[config.mk]
export PLATFORM = sky130hd
export DESIGN_NAME = i2c_eeprom_ptr_ctrl
export DESIGN_NICKNAME = d
export VERILOG_FILES = /design/src/rtl/i2c_eeprom_ptr_ctrl.sv
export SDC_FILE = /design/constraint.sdc
export NUM_CORES = 1
export LEC_CHECK = 0
export ABC_AREA = 1
export CORE_MARGIN = 8
export CORE_UTILIZATION = 56
export DETAILED_ROUTE_END_ITERATION = 8
export GPL_ROUTABILITY_DRIVEN = 0
export PLACE_DENSITY = 0.85
export SETUP_SLACK_MARGIN = 0.02
export SLEW_MARGIN = 30
export SYNTH_ARGS = -nofsm -noshare
export SYNTH_HDL_FRONTEND = slang
export SYNTH_SLANG_ARGS = --single-unit
[constraint.sdc]
create_clock -name in_ext_osc -period 3.2 [get_ports in_ext_osc]
set_clock_uncertainty 0.2 [all_clocks]
set_input_delay 0.32 -clock in_ext_osc [delete_from_list [all_inputs] [get_ports in_ext_osc]]
set_output_delay 0.32 -clock in_ext_osc [all_outputs]
set_load 0.03 [all_outputs]
[src/rtl/i2c_eeprom_ptr_ctrl.sv]
// EEPROM-style pointer controller between the I2C slave byte engine and rom_mem:
// a two-byte address write loads the pointer, reads stream ROM bytes with auto-increment.
module i2c_eeprom_ptr_ctrl #(
  parameter int ADDR_W      = 16,
  parameter int ROM_LATENCY = 1
) (
  input  logic              in_ext_osc,
  input  logic              in_reset_n,
  input  logic              in_start,
  input  logic              in_stop,
  input  logic              in_addr_hit,
  input  logic              in_rw,
  input  logic              in_wr_valid,
  input  logic [7:0]        in_wr_byte,
  input  logic              in_rd_req,
  input  logic              in_master_nack,
  output logic              out_wr_ack,
  output logic              out_rd_valid,
  output logic [7:0]        out_rd_byte,
  output logic [ADDR_W-1:0] out_rom_addr,
  output logic              out_rom_rd_en,
  input  logic [7:0]        in_rom_data,
  output logic              out_busy
);

  typedef enum logic [2:0] {
    ST_IDLE,
    ST_ADDR_HI,
    ST_ADDR_LO,
    ST_WR_DATA,
    ST_RD_IDLE,
    ST_RD_FETCH,
    ST_RD_WAIT
  } state_t;

  // Edges after the strobe edge at which in_rom_data is sampled.
  localparam logic [2:0] LAT = 3'(ROM_LATENCY);

  state_t            state;
  logic [ADDR_W-1:0] ptr;
  logic [2:0]        wait_cnt;

  assign out_busy = (state != ST_IDLE);

  always_ff @(posedge in_ext_osc or negedge in_reset_n) begin
    if (!in_reset_n) begin
      state         <= ST_IDLE;
      ptr           <= '0;
      wait_cnt      <= '0;
      out_wr_ack    <= 1'b0;
      out_rd_valid  <= 1'b0;
      out_rd_byte   <= 8'hFF;
      out_rom_addr  <= '0;
      out_rom_rd_en <= 1'b0;
    end else begin
      // NOTE: pulse outputs default low every cycle; only the branch that fires raises them.
      out_rd_valid  <= 1'b0;
      out_rom_rd_en <= 1'b0;

      if (in_stop || in_start) begin
        // Bus framing wins over everything; the pointer survives for repeated-START reads.
        state      <= ST_IDLE;
        out_wr_ack <= 1'b0;
      end else begin
        case (state)
          ST_IDLE: begin
            out_wr_ack <= 1'b0;
            if (in_addr_hit) state <= in_rw ? ST_RD_IDLE : ST_ADDR_HI;
          end

          ST_ADDR_HI: begin
            if (in_wr_valid) begin
              ptr[15:8]  <= in_wr_byte;
              out_wr_ack <= 1'b1;
              state      <= ST_ADDR_LO;
            end
          end

          ST_ADDR_LO: begin
            if (in_wr_valid) begin
              ptr[7:0]   <= in_wr_byte;
              out_wr_ack <= 1'b1;
              state      <= ST_WR_DATA;
            end
          end

          ST_WR_DATA: begin
            if (in_wr_valid) out_wr_ack <= 1'b0;
          end

          ST_RD_IDLE: begin
            if (in_master_nack) begin
              state <= ST_IDLE;
            end else if (in_rd_req) begin
              out_rom_rd_en <= 1'b1;
              out_rom_addr  <= ptr;
              wait_cnt      <= '0;
              state         <= ST_RD_FETCH;
            end
          end

          ST_RD_FETCH, ST_RD_WAIT: begin
            // Further read requests are ignored here so only one strobe is in flight.
            if (in_master_nack) begin
              state <= ST_IDLE;
            end else if (wait_cnt == LAT) begin
              out_rd_byte  <= in_rom_data;
              out_rd_valid <= 1'b1;
              ptr          <= ptr + ADDR_W'(1);
              state        <= ST_RD_IDLE;
            end else begin
              wait_cnt <= wait_cnt + 3'd1;
              state    <= ST_RD_WAIT;
            end
          end

          default: state <= ST_IDLE;
        endcase
      end
    end
  end

endmodule

## After elaboration in Yosys (flattened, before gate mapping)

Cells that the tools add are included.
Widths: inputs -> output; s select.

| operators by class | value |
|---|---|
| add/sub/neg operators | 2 |
| multiply operators | 0 |
| div/mod/pow operators | 0 |
| order comparisons | 0 |
| eq/ne operators | 21 |
| shift-type cells | 0 |
| mux-type cells | 32 |
| bitwise logic cells | 2 |
| reductions and logical operators | 16 |

Operators by type and width:

| cell | count |
|---|---|
| $mux 3 | 12 |
| $mux 16 | 2 |
| $pmux 8 s2 | 2 |
| $pmux 3 s6 | 1 |
| $add 16x1->16 const B | 1 |
| $ne 2x2->1 const B | 8 |
| $reduce_and 5->1 | 3 |
| $ne 3x3->1 const B | 4 |
| $mux 1 | 11 |
| $eq 3x3->1 const B | 3 |
| $mux 8 | 1 |
| $reduce_and 4->1 | 2 |
| $eq 3x1->1 const B | 2 |
| $eq 3x2->1 const B | 2 |
| $pmux 3 s2 | 1 |
| $reduce_and 6->1 | 1 |
| $reduce_bool 2->1 | 3 |
| $ne 4x4->1 const B | 1 |
| $reduce_bool 4->1 | 1 |
| $reduce_or 2->1 | 2 |
| $add 3x1->3 const B | 1 |
| $logic_not 3->1 | 1 |
| $ne 3x1->1 const B | 1 |
| $pmux 1 s3 | 1 |
| other kinds (5) | 6 |

| word-level totals | value |
|---|---|
| register bits | 49 |
| bits in latches | 0 |
| memory bits (writable) | 0 |
| memory bits (read-only) | 0 |
| input bits | 25 |
| output and inout port bits | 28 |
| logic and storage cells | 82 |
| memories | 0 |

## Logic depth before layout (Yosys ltp)

Gate-level depths: netlist of the first run.

| depth | value |
|---|---|
| depth in word-level cells | 5 |
| depth in mapped cells | 9 |
| gate-level depth less buffers | 9 |

## Worst setup path before layout of the first run

No wires, ideal clock.

| timing | value |
|---|---|
| kind | reg-to-reg |
| start point | register state[1] |
| end point | register state[0] |
| library setup time | 0.083 ns |
| data arrival time | 1.326 ns |
| required time | 2.917 ns |
| setup slack | 1.591 ns |
| cell stages (with the launch flop) | 6 |
| buffers on the path | 0 |
| clock period less this slack | 1.609 ns |
| path through | dfrtp_1 -> nor2_2 -> nand2_1 -> o211ai_1 -> nand2_1 -> o21ai_0 |

| between the ends | value |
|---|---|
| cells in the longest elaborated chain, start to end | 4 |
| elaborated cells between the ends (all ways) | 16 |
| classes of those cells | 11 x eq/ne; 2 x mux; 3 x reduce/logical |

RTL lines:

| element | RTL line | text |
|---|---|---|
| start, declared | 39 | `state_t state;` |
| start signal, assigned | 68 | `if (in_addr_hit) state <= in_rw ? ST_RD_IDLE : ST_ADDR_HI;` |
| $eq 3x3->1 | 65 | `case (state)` |
| $reduce_or 2->1 | 65 |  |
| $pmux 3 s6 | 65 |  |
| $mux 3 | 60 | `if (in_stop \|\| in_start) begin` |

Several ways; a longest one is shown, not always the timed one.
A chain may end at the register's enable or synchronous reset.

## Worst setup path after layout of the first run

| timing | value |
|---|---|
| start point | register state[2] |
| end point | output out_busy |

| between the ends | value |
|---|---|
| cells in the longest elaborated chain, start to end | 1 |

RTL lines:

| element | RTL line | text |
|---|---|---|
| $reduce_bool 3->1 | 43 | `assign out_busy = (state != ST_IDLE);` |
| end, declared | 23 | `output logic out_busy` |

No other way between the ends.

==> results of run 1 <==
per-layer routing:
layer  wire (um)  global-route usage [%]
met5           0                       0
met3         399                    4.68
met1        2760                    21.7
met2        3110                    31.7
met4         131                    7.80
cell usage after synthesis (2+ instances only):
cell     count
nor2_1      44
nand2_1    116
dfrtp_1     41
o21ai_0     23
nand3_2      2
inv_2        4
inv_1       37
nand4_1      3
nor2_2       4
dfstp_2      8
buf_2        6
nand2_2      4
a21oi_1      8
ha_1         3
o21ai_2      2
o21ai_1     15
nand3_1     29
through the flow:
| stage | instances | util (%) | instance area [um2] | power (mW) | worst slack, ns |
|---|---|---|---|---|---|
| after CTS | 475 | 72.2 | 3390 | 2.40 | 0.852 |
| after global routing | 475 | 72.2 | 3390 | 2.56 | 0.729 |
| after detailed placement | 466 | 69.4 | 3260 | 1.93 | 1.09 |
| after floorplan | 366 | - | 2710 | 1.56 | 1.59 |
| final | 475 | 72.2 | 3390 | 2.39 | 0.846 |
| after global placement | 466 | 69.4 | 3260 | 1.89 | 1.14 |
state kept, by name, indices dropped and copies added (netlist names):
name / cells
out_rd_byte: 8
out_rd_valid: 1
out_rom_addr: 16
out_rom_rd_en: 1
out_wr_ack: 1
ptr: 16
state: 3
wait_cnt: 3
kinds of logic (layout without fill, tap and decap cells):
logic type               count (synthesis)  after routing  share of synthesized area, %
buffers and inverters                   50            105                          7.85
AO/OA/AOI/OAI                           55             55                          11.4
AND/OR/NAND/NOR                        208            208                          33.5
flip-flops                              49             49                          45.6
XOR/XNOR                                 1              1                         0.323
adder cells (fa/ha/maj)                  3              3                          1.39
area by class of cell:
cell class | count | area (um2)
tap | 54 | 67.6
clock buffer | 6 | 82.6
inverter | 42 | 160
fill | 405 | 1300
timing repair buffer | 55 | 543
sequential | 49 | 1240
clock inverter | 2 | 37.5
multi-input combinational | 267 | 1260
worst reg2reg max path: stages (launching register included):
cell and delay, ns:
dfrtp_1 0.47, nand2_2 0.17, nand2_2 0.09, nor2_4 0.49
o21ai_4 0.17, nand2_4 0.15, inv_2 0.09, nor2_1 0.09
a21oi_1 0.05
timing repair:
item,CTS,global route
endpoints found under the setup margin,0,0
hold buffers,1,0
endpoints found under the hold margin,41,0
power by group through the flow:
stage | combinational (mW) | sequential [mW] | clock, mW
floorplan | 0.439 | 1.12 | 0
global placement | 0.933 | 0.961 | 0
detailed placement | 0.958 | 0.973 | 0
CTS | 0.964 | 0.963 | 0.473
global route | 1.07 | 0.992 | 0.501
finish | 0.961 | 0.965 | 0.460
worst paths after layout:
| check | start | to | slack, ns | depth (start not counted) |
|---|---|---|---|---|
| worst max-delay path | state[2] | out_busy | 0.85 | 3 |
| worst min-delay path | out_rd_byte[4] | out_rd_byte[4] | 0.27 | 2 |
| worst max register to register | state[0] | ptr[11] | 1.11 | 8 |
| worst min register to register | out_rd_byte[4] | out_rd_byte[4] | 0.27 | 2 |
| max in group asynchronous | in_reset_n | out_wr_ack | 2.01 | 2 |
| min in group asynchronous | in_reset_n | ptr[5] | 0.38 | 2 |
==> metrics, run 1 <==
CTS buffer count=5; die width=85.6 um; #FFs+latches synth=49; worst skew pair latency=0.30 ns; worst path cell trace=inv_1 -> nand2_1 -> clkdlybuf4s50_1; Final Critical Period=2.35 ns; layout cells sized above 1=9.74%; IO buf count=52; total power divided by cell area=704 nW/um2; first-pass GRT wire length=11,200 um; EDFF count, synth=0; number of post-CTS setup repair buffers=0; crit-path max cell delay=0.68 ns; num rows=25; drt total wl=6400 um; Congestion Overflow GR=0; core area=4690 um2; Sw Ratio=40.3%; status=finished, final reports clean; vias in the first global route=2,569; ys async rst share=100%; measured slew at the worst slew-check pin=0.614 ns; synthesized area per cell=7.40 um2; post-route ant nets=0; Syn-to-layout area delta=25.0%; Worst EP required=2.68 ns; RSZ-0062 raised after global routing=no; Via Count=2,505; pin count of the biggest net entering global routing=50; logic gate share of total power=40.3%; NetSw=0.961 mW; DIE AREA=7320 um2; initial DRC count=120; CP startpoint kind=flop; Internal=1.42 mW; Initial Util=57.8%; initial antenna violation count=0; Tcrit/Tclk final=73.6%; post-DR vias/cell=5.27; GRT Resource Usage Total=18.6%; CP max FO=9; post-synth top area share=37.9%; slowest CP cell=clkdlybuf4s50_1; maxcap violations=0; Relative slew margins=59.0%; H-tree depth=2; worst min path class=flop to flop; Most used DFF post-synth=dfrtp_1; Synthesis Warnings=0; cell family with most CP delay=buffers and inverters; setup_tns=0 ns; clock-pin slew on the worst setup and hold paths=0.09 ns; Die Y=85.6 um; worst IR drop on VDD=384 uV; post-layout net count=448; Fmax=0.425 GHz; most common cell after layout, fill and taps aside=nand2_1; Unique masters post-synth=34; ANT cells=0; Critical Path AT=1.83 ns; # setup viols final=0; Static Leak=1.62 nW; Post-Syn Area=2710 um2; DRT Pass-1 Iters=4; Mapped Cells=366; Crit. End Element=output pin; critical path class=flop to output pin; Fin Hold WS=0.272 ns; WL/cell=13.5 um; number of buffers and inverters on the critical path=2; Final Hold Vio Count=0; clock sink total=49; max-slew violation count=0; CTS tree=yes; Reg power frac=40.4%; Final HPWL DP=4810 um; most frequent cells in the layout=116 x nand2_1, 51 x clkdlybuf4s50_1, 44 x nor2_1; top post-synthesis cells by area=dfrtp_1 38%, nand2_1 16%, dfstp_2 7.8%, nor2_1 6.1%, nand3_1 5.4%; Max Root-Sink Buffers=2; Ports=53; area leader, netlist=dfrtp_1; Root Buffer=clkbuf_8; syn_nets=394; Remaining DRCs=0; sequential cell area fraction in the yosys report=45.6%; Clk pwr share=19.3%; post-cts gate resize count=0
Power figures use the tool's default switching activity.
==> run 2, diff against run 1 <==
--- a/config.mk
+++ b/config.mk
@@ -7,10 +7,10 @@
 export LEC_CHECK = 0
 export ABC_AREA = 1
 export CORE_MARGIN = 8
-export CORE_UTILIZATION = 56
+export CORE_UTILIZATION = 52
 export DETAILED_ROUTE_END_ITERATION = 8
 export GPL_ROUTABILITY_DRIVEN = 0
-export PLACE_DENSITY = 0.85
+export PLACE_DENSITY = 0.8
 export SETUP_SLACK_MARGIN = 0.02
 export SLEW_MARGIN = 30
 export SYNTH_ARGS = -nofsm -noshare
==> constraint.sdc (replaced) <==
create_clock -name in_ext_osc -period 2.4 [get_ports in_ext_osc]
set_clock_uncertainty 0.2 [all_clocks]
set_input_delay 0.24 -clock in_ext_osc [delete_from_list [all_inputs] [get_ports in_ext_osc]]
set_output_delay 0.24 -clock in_ext_osc [all_outputs]
set_load 0.03 [all_outputs]
==> metrics, run 2 (synthesized netlist as in run 1, its figures left out) <==
status=finished, final reports clean; most frequent cells in the layout=116 x nand2_1, 51 x clkdlybuf4s50_1, 44 x nor2_1; met2 usage=29.1% (-2.6 points); worst min path class=primary input to async pin; global route hottest layer=met2; # setup viols final=0 (unchanged); Filler Cell Count=456 (+13%); largest registers=out_rom_addr (16), ptr (16), out_rd_byte (8); initial DRC count=163 (+36%); worst IR drop on VDD=435 uV (+13%); cell family with most CP delay=buffers and inverters; Syn-to-layout area delta=26.0%; Ports=53 (unchanged); H-tree depth=2 (unchanged); Tcrit/Tclk final=92.9%; GRT Resource Usage Total=17.3% (-1.3 points); initial antenna violation count=0 (unchanged); worst skew pair latency=0.30 ns (about the same); Die Y=88.2 um (+3.1%); post-layout net count=450 (+0.45%); Root Buffer=clkbuf_8; critical path class=flop to output pin; Final Critical Period=2.23 ns; met3 Use GR=4.41% (-0.27 points); measured slew at the worst slew-check pin=0.379 ns (-0.235 ns); Worst EP required=1.96 ns (-0.72 ns); pin count of the biggest net entering global routing=37 (-26%); clock-pin slew on the worst setup and hold paths=0.09 ns (about the same); CTS tree=yes; Final HPWL DP=4760 um (-1.2%); Relative slew margins=74.7% (+16 points); ANT cells=0 (unchanged); CTS buffer count=5 (unchanged); Crit. End Element=output pin; Final Hold Vio Count=0 (unchanged); Fmax=0.449 GHz; layout cells sized above 1=10.2% (+0.43 points); Max Root-Sink Buffers=2 (unchanged); Initial Util=53.4% (-4.4 points); first-pass GRT wire length=10,900 um (-2.8%); die width=88.2 um (+3.1%); post-DR vias/cell=5.07 (-3.8%); post-route ant nets=0 (unchanged); Place WS=0.390 ns (-0.700 ns); num rows=26 (+4.0%); max-slew violation count=0 (unchanged); drt total wl=6180 um (-3.4%); slowest CP cell=clkdlybuf4s50_1; DRT Pass-1 Iters=5 (+1); Critical Path AT=1.79 ns (-0.04 ns); number of post-CTS setup repair buffers=0 (unchanged); Remaining DRCs=0 (unchanged); CP max FO=6 (-3); crit-path max cell delay=0.61 ns (-0.07 ns); vias in the first global route=2,491 (-3.0%); total power divided by cell area=890 nW/um2 (+26%); setup_tns=0 ns (unchanged); IO buf count=52 (unchanged); clock sink total=49 (unchanged); fin cells=493 (+3.8%); placed insts=484 (+3.9%); Via Count=2,501 (-0.16%); Congestion Overflow GR=0 (unchanged); maxcap violations=0 (unchanged); RSZ-0062 raised after global routing=no; worst path cell trace=nor2_2 -> nand2_1 -> clkdlybuf4s50_1; Final WS setup=0.171 ns (-0.675 ns); M1 GR Usage=21.2% (-0.58 points); WL/cell=12.5 um (-6.9%); CP startpoint kind=flop; core area=5070 um2 (+8.2%); most common cell after layout, fill and taps aside=nand2_1; number of buffers and inverters on the critical path=1 (-1); DIE AREA=7780 um2 (+6.2%); Static Leak=1.61 nW (about the same)
run 2: cell types whose count changed in the layout (fill, tap and decap cells not counted), sizes merged:
| cell | before | now |
|---|---|---|
| clkinvlp | 1 | 2 |
| buf | 3 | 5 |
| bufinv | 1 | 0 |
run 2: layer usage:
metal	up-vias	share of wire, %
met4	0	1.5
met2	83	47
met3	14	6.9
met5	-	0
li1	1276	-
met1	1128	45
run 2: path summary, 6_finish.rpt:
check                          startpoint              end  slack (ns)  cells after the start
min in group in_ext_osc    in_rom_data[3]   out_rd_byte[3]        0.23                      3
max in group asynchronous      in_reset_n   out_rd_byte[5]        1.25                      3
min                            in_reset_n  out_rom_addr[3]        0.18                      2
max reg2reg                      state[0]           ptr[4]        0.41                      7
min reg2reg                out_rd_byte[0]   out_rd_byte[0]        0.27                      2
max                              state[1]         out_busy        0.17                      3
run 2: repair_timing:
action | 4_1_cts | 5_1_grt
setup endpoints to repair | 0 | 1
resized for setup | 0 | 1
endpoints found under the hold margin | 26 | 0
hold buffers | 1 | 0
run 2: area by class of cell:
cell class / instances / area, um2 / share of cell area [%]
Clock buffer: 6 / 72.6 / 2.13
Timing Repair Buffer: 57 / 581 / 17.0
Inverter: 42 / 160 / 4.69
Tap cell: 70 / 87.6 / 2.57
Clock inverter: 2 / 15.0 / 0.440
Multi-Input combinational cell: 267 / 1260 / 36.9
Sequential cell: 49 / 1240 / 36.2
run 2: report_power, final:
group	leakage (nW)	internal, mW	total (mW)	switching, mW
Sequential	0.584	1.07	1.28	0.205
Clock	0.0374	0.206	0.484	0.278
Combinational	0.993	0.493	1.28	0.786
run 2: metrics by stage:
step	utilization (%)	hold WS (ns)	total power [mW]	cell area, um2
floorplan	-	-0.256	2.08	2710
detailed placement	65.3	-0.0200	2.57	3320
CTS	67.3	0.193	3.06	3410
finish	67.3	0.183	3.04	3410
global placement	65.3	-0.0343	2.53	3320
global route	67.3	0.203	3.26	3410
